<file path="config.mk">
export PLATFORM = sky130hd
export DESIGN_NAME = pixel_ram_sched
export DESIGN_NICKNAME = d
export VERILOG_FILES = /design/src/rtl/pixel_ram_sched.sv
export SDC_FILE = /design/constraint.sdc
export NUM_CORES = 1
export LEC_CHECK = 0
export CAP_MARGIN = 0
export CORE_UTILIZATION = 45
export CTS_CLUSTER_DIAMETER = 120
export DETAILED_ROUTE_END_ITERATION = 16
export GPL_TIMING_DRIVEN = 0
export PLACE_DENSITY = 0.75
export SYNTH_ARGS = -nofsm -noshare
export SYNTH_HDL_FRONTEND = slang
export SYNTH_SLANG_ARGS = --single-unit
</file>
<file path="constraint.sdc">
create_clock -name clk -period 2.9 [get_ports clk]
set_input_delay 0.58 -clock clk [delete_from_list [all_inputs] [get_ports clk]]
set_output_delay 0.58 -clock clk [all_outputs]
set_load 0.01 [all_outputs]
</file>
<file path="src/rtl/pixel_ram_sched.sv">
// Frame controller for the pixel block RAM: loads one frame over a valid/ready
// input, then streams it back in address order through a 2-entry output FIFO.
module pixel_ram_sched #(
  parameter int XLEN_PIXEL    = 8,
  parameter int NUM_OF_PIXELS = 4,
  parameter int ADDR_WIDTH    = 10
) (
  input  logic                  clk,
  input  logic                  rst_n,
  input  logic                  start,
  input  logic                  in_valid,
  input  logic [XLEN_PIXEL-1:0] in_data,
  output logic                  in_ready,
  output logic                  ram_we,
  output logic [ADDR_WIDTH-1:0] ram_addr_write,
  output logic [XLEN_PIXEL-1:0] ram_di,
  output logic                  ram_re,
  output logic [ADDR_WIDTH-1:0] ram_addr_read,
  input  logic [XLEN_PIXEL-1:0] ram_do,
  output logic                  out_valid,
  output logic [XLEN_PIXEL-1:0] out_data,
  output logic                  out_last,
  input  logic                  out_ready,
  output logic                  busy,
  output logic                  done,
  output logic [1:0]            state_dbg
);

  typedef enum logic [1:0] {
    S_IDLE   = 2'd0,
    S_LOAD   = 2'd1,
    S_STREAM = 2'd2,
    S_DONE   = 2'd3
  } state_t;

  // One spare counter bit so a frame filling the whole RAM ends without wrapping.
  localparam int CW = ADDR_WIDTH + 1;
  localparam logic [CW-1:0] NUM_PIX  = CW'(NUM_OF_PIXELS);
  localparam logic [CW-1:0] LAST_IDX = CW'(NUM_OF_PIXELS - 1);
  localparam logic [CW-1:0] CNT_ONE  = CW'(1);

  state_t                state;
  logic [CW-1:0]         wr_cnt;
  logic [CW-1:0]         rd_cnt;
  logic                  pending;
  logic                  pending_last;
  logic [XLEN_PIXEL-1:0] fifo_data [2];
  logic [1:0]            fifo_tag;
  logic                  fifo_wptr;
  logic                  fifo_rptr;
  logic [1:0]            fifo_count;
  logic                  accept;
  logic                  pop;
  logic                  push;
  logic [2:0]            occupancy;

  // Handshakes: a beat transfers on a cycle where valid and ready are both high;
  // valid never waits on ready, and ready is a function of state only.
  assign in_ready       = (state == S_LOAD);
  assign accept         = in_valid & in_ready;
  assign ram_we         = accept;
  assign ram_addr_write = wr_cnt[ADDR_WIDTH-1:0];
  assign ram_di         = accept ? in_data : '0;

  assign out_valid = (fifo_count != 2'd0);
  assign out_data  = out_valid ? fifo_data[fifo_rptr] : '0;
  assign out_last  = out_valid & fifo_tag[fifo_rptr];
  assign pop       = out_valid & out_ready & (state == S_STREAM);
  assign push      = pending;

  // Entries held plus the read in flight, after this cycle's pop, must leave a free slot.
  assign occupancy     = {1'b0, fifo_count} - {2'b00, pop} + {2'b00, pending};
  assign ram_re        = (state == S_STREAM) && (rd_cnt < NUM_PIX) && (occupancy < 3'd2);
  assign ram_addr_read = rd_cnt[ADDR_WIDTH-1:0];

  assign busy      = (state != S_IDLE);
  assign done      = (state == S_DONE);
  assign state_dbg = state;

  always_ff @(posedge clk or negedge rst_n) begin
    if (!rst_n) begin
      state        <= S_IDLE;
      wr_cnt       <= '0;
      rd_cnt       <= '0;
      pending      <= 1'b0;
      pending_last <= 1'b0;
      fifo_data[0] <= '0;
      fifo_data[1] <= '0;
      fifo_tag     <= '0;
      fifo_wptr    <= 1'b0;
      fifo_rptr    <= 1'b0;
      fifo_count   <= '0;
    end else begin
      pending      <= ram_re;
      pending_last <= ram_re && (rd_cnt == LAST_IDX);
      if (accept) wr_cnt <= wr_cnt + CNT_ONE;
      if (ram_re) rd_cnt <= rd_cnt + CNT_ONE;

      if (push) begin
        fifo_data[fifo_wptr] <= ram_do;
        fifo_tag[fifo_wptr]  <= pending_last;
        fifo_wptr            <= ~fifo_wptr;
      end
      if (pop) fifo_rptr <= ~fifo_rptr;
      if (push && !pop)      fifo_count <= fifo_count + 2'd1;
      else if (pop && !push) fifo_count <= fifo_count - 2'd1;

      case (state)
        S_IDLE: begin
          if (start) begin
            state  <= S_LOAD;
            wr_cnt <= '0;
            rd_cnt <= '0;
          end
        end
        S_LOAD: begin
          if (accept && (wr_cnt == LAST_IDX)) state <= S_STREAM;
        end
        S_STREAM: begin
          if (pop && out_last) state <= S_DONE;
        end
        S_DONE: begin
          // Park address outputs at 0 and drop any FIFO residue before idling.
          state      <= S_IDLE;
          wr_cnt     <= '0;
          rd_cnt     <= '0;
          pending    <= 1'b0;
          fifo_wptr  <= 1'b0;
          fifo_rptr  <= 1'b0;
          fifo_count <= '0;
        end
        default: state <= S_IDLE;
      endcase
    end
  end

endmodule

</file>
==> results by group <==
Place
  – Post-Place Worst Slack: -0.733 ns
  – Placed instance count: ~360
  – Port bufs: 65
  – Final GP Congestion: approximately 0.8
  – Area after DPL: about 3200 um2
  – Placed wire-length estimate: about 3.6 mm

Synth
  – List of most frequent post-synthesis cells: dfrtp_1 (48), nor2_1 (23), buf_4 (20)
  – Synth warnings: 0
  – Syn Area/Cell: 10.9 um2
  – EDFF count, synth: 0
  – Most used DFF post-synth: dfrtp_1
  – Post-Synthesis Cells: approximately 230
  – Sequential cell area fraction in the yosys report: 48.3%
  – Synth top area share: 48.3%
  – Synth Register Bits: 48
  – Dominant cell by count in the synthesized netlist: dfrtp_1
  – Mapped Area: around 2500 um2
  – Synth area leader: dfrtp_1
  – Post-synth ARST share: 100%
  – Dominant cells by area after synthesis: dfrtp_1 (48%), mux2_2 (8.2%), buf_4 (6.0%), mux2i_1 (4.0%), ha_1 (3.5%)
  – Distinct cells, synth: 37
  – Synthesized net count: roughly 260

Clock tree
  – Clock Tree Root: clkbuf_8
  – CTS buffer count: 5
  – CTS tree: done
  – H-tree depth: 2
  – Worst-Skew Late Latency: 0.30 ns
  – Bufs on Longest Clock Path: 2
  – Clk sinks: 48
  – Hold buffer count at cts: 0
  – Clock-pin slew on the worst setup and hold paths: 0.08 ns

Global route
  – Grt ovf: 0
  – Largest net degree at the start of global routing: 33
  – GRT Total Usage: just under 20%
  – First-pass GRT wire length: 8.91 mm
  – Initial antenna violation count: 0
  – Vias in the first global route: 1,896

Timing
  – Worst Max-Slew Pin Slew: 0.680 ns
  – Final WS setup: -0.0133 ns
  – Max Slew Vio Count: 0
  – Clk_skew: 0.00475 ns
  – Period minus WS final: just under 3 ns
  – Worst rel slew slack: between 50% and 60%
  – Fmax: 343 MHz
  – RSZ-0062 raised after global routing: true
  – Final Setup Violations: 1
  – Hold violation count in the final report: 0
  – Final worst-path cycle share: 100%

Critical path
  – Crit path DAT: 2.33 ns
  – CP max stage cell: fa_1
  – Setup CP Type: register to primary output
  – Crit end category: primary output
  – Crit-path max FO: 4
  – Critical Path RT: around 2.3 ns
  – Crit path buffers/inverters: 3
  – Delay-heaviest family, CP: adder cells
  – Most frequent CP cell: inv_2
  – Setup crit start kind: register
  – CP Cell Sequence: inv_2 -> ha_4 -> nand2_4 -> mux2i_2 -> nand2b_4 -> fa_1 -> and3b_1 -> nand4_1 -> inv_2 -> buf_6
  – Worst path max stage delay: around 0.5 ns

Final layout
  – Post-Layout Inst Area: around 3500 um2
  – Layout cells sized above 1: 23.7%
  – Filler cells: a little over 400
  – NumNets Final: about 340
  – Antenna diode instance count: 0
  – Multi-input gate area: between 1000 and 1500 um2
  – Storage element area: 1200 um2
  – Non-Filler Instances: 378
  – Area growth from synthesis to layout: 39.0%

Die
  – Die Width: between 70 and 80 um
  – DIE HEIGHT: about 76 um
  – Area of the core: around 5200 um2
  – Full die area: 5830 um2
  – I/O pin cnt: 66
  – Initial core utilization: around 48%
  – FP Rows: 26

Routing
  – Vias per std cell: between 4 and 5
  – First-pass DRT Iterations: 4
  – DRT iter0 DRCs: 32
  – Post-DRT Antenna Nets: 0
  – Routed WL: about 5.1 mm
  – Average wire per standard cell: ~14 um
  – Routed via count: between 1,500 and 2,000
  – DRC Markers: 0

Status
  – Status: complete, but fails checks
  – Violated checks: negative setup slack

Hold path
  – Hold WC Path Type: input port to async pin

Power and ir drop
  – Static Leak: about 1.6 nW
  – Cell Pwr Density: roughly 810 nW/um2
  – VDD IR max: around 0.00058 V

Flow run
  – Max-cap violations: 0
-- sequential cells by signal, indices dropped and copies added (netlist names) --
signal and count:
wr_cnt 11, rd_cnt 11, state_dbg 2, fifo_count 2, pending 1, pending_last 1, fifo_rptr 1, fifo_data 16
fifo_tag 2, fifo_wptr 1
-- metal layers --
metal	vias up	GRT usage (%)	share of wire, %
met2	55	32.3	48
met1	878	24.6	46
met4	0	7.88	1.7
met3	8	4.67	4.4
li1	916	-	-
met5	-	0	0
-- power breakdown --
part	leakage [nW]	internal, W	switching [W]
sequential	0.622	0.000846	0.000115
clock	0.0645	0.000304	0.000216
combinational	0.884	0.000701	0.000612
-- cell type report --
cell class	instances	area share (%)
Timing Repair Buffer	73	20.9
Sequential cell	48	34.9
Multi-Input combinational cell	146	32.2
Clock inverter	1	0.869
Clock buffer	7	2.79
Buffer	27	5.25
Tap cell	70	2.53
Inverter	6	0.652
-- stage by stage --
stage               setup TNS [ns]  total power [W]  hold WS [ns]  utilization, %
floorplan                        0          0.00169         0.284               -
global placement             -6.69          0.00215         0.475            61.9
detailed placement          -0.780          0.00218         0.480            62.2
CTS                              0          0.00281         0.201            65.9
global route                -0.101          0.00300         0.214            66.4
finish                     -0.0133          0.00279         0.204            66.4
-- cell usage in the layout (no fill, tap or decap), drive strengths merged --
cell,count
nand3,2
fa,1
clkdlybuf4s50,61
dfrtp,48
bufinv,1
dlygate4sd2,1
or3,4
xnor2,6
nor3,2
o21ai,6
mux2i,10
nor2,23
a32oi,1
ha,7
or4b,2
nor2b,3
nand4,4
o31ai,1
o21a,1
and3,10
buf,32
and4,2
dlymetal6s2s,1
nor4,2
clkbuf,12
nand2,11
a2111oi,1
and3b,1
mux2,19
and2,10
xor2,6
a21oi,6
nand2b,4
inv,6
or2,1
-- worst paths after layout --
check | start | end | slack (ns) | cells past startpoint
setup / recovery | state_dbg[0]$_DFFE_PN0P_ | ram_re | -0.01 | 10
hold / removal | rst_n | fifo_wptr$_DFFE_PN0P_ | 0.20 | 1
setup reg to reg | state_dbg[1]$_DFFE_PN0P_ | rd_cnt[2]$_DFF_PN0_ | 0.42 | 11
hold reg to reg | rd_cnt[10]$_DFF_PN0_ | rd_cnt[10]$_DFF_PN0_ | 0.51 | 1
max in group asynchronous | rst_n | state_dbg[1]$_DFFE_PN0P_ | 2.18 | 2
min in group clk | rd_cnt[10]$_DFF_PN0_ | rd_cnt[10]$_DFF_PN0_ | 0.51 | 1
-- timing repair --
item | in CTS | in global routing
resized for setup | 14 | 6
pin swaps | 1 | 1
setup endpoints to repair | 2 | 2
buffers inserted | 6 | 1
-- cell families (layout without fill, tap and decap cells) --
group,after synthesis,after routing,synth area share [%]
simple gates,81,81,17.9
flops,48,48,48.3
buf+inv,34,114,8.20
mux,29,29,12.8
compound gates,16,16,4.28
xor+xnor,12,12,4.23
fa+ha+maj,8,8,4.33
(Power assumes the default switching activity.)
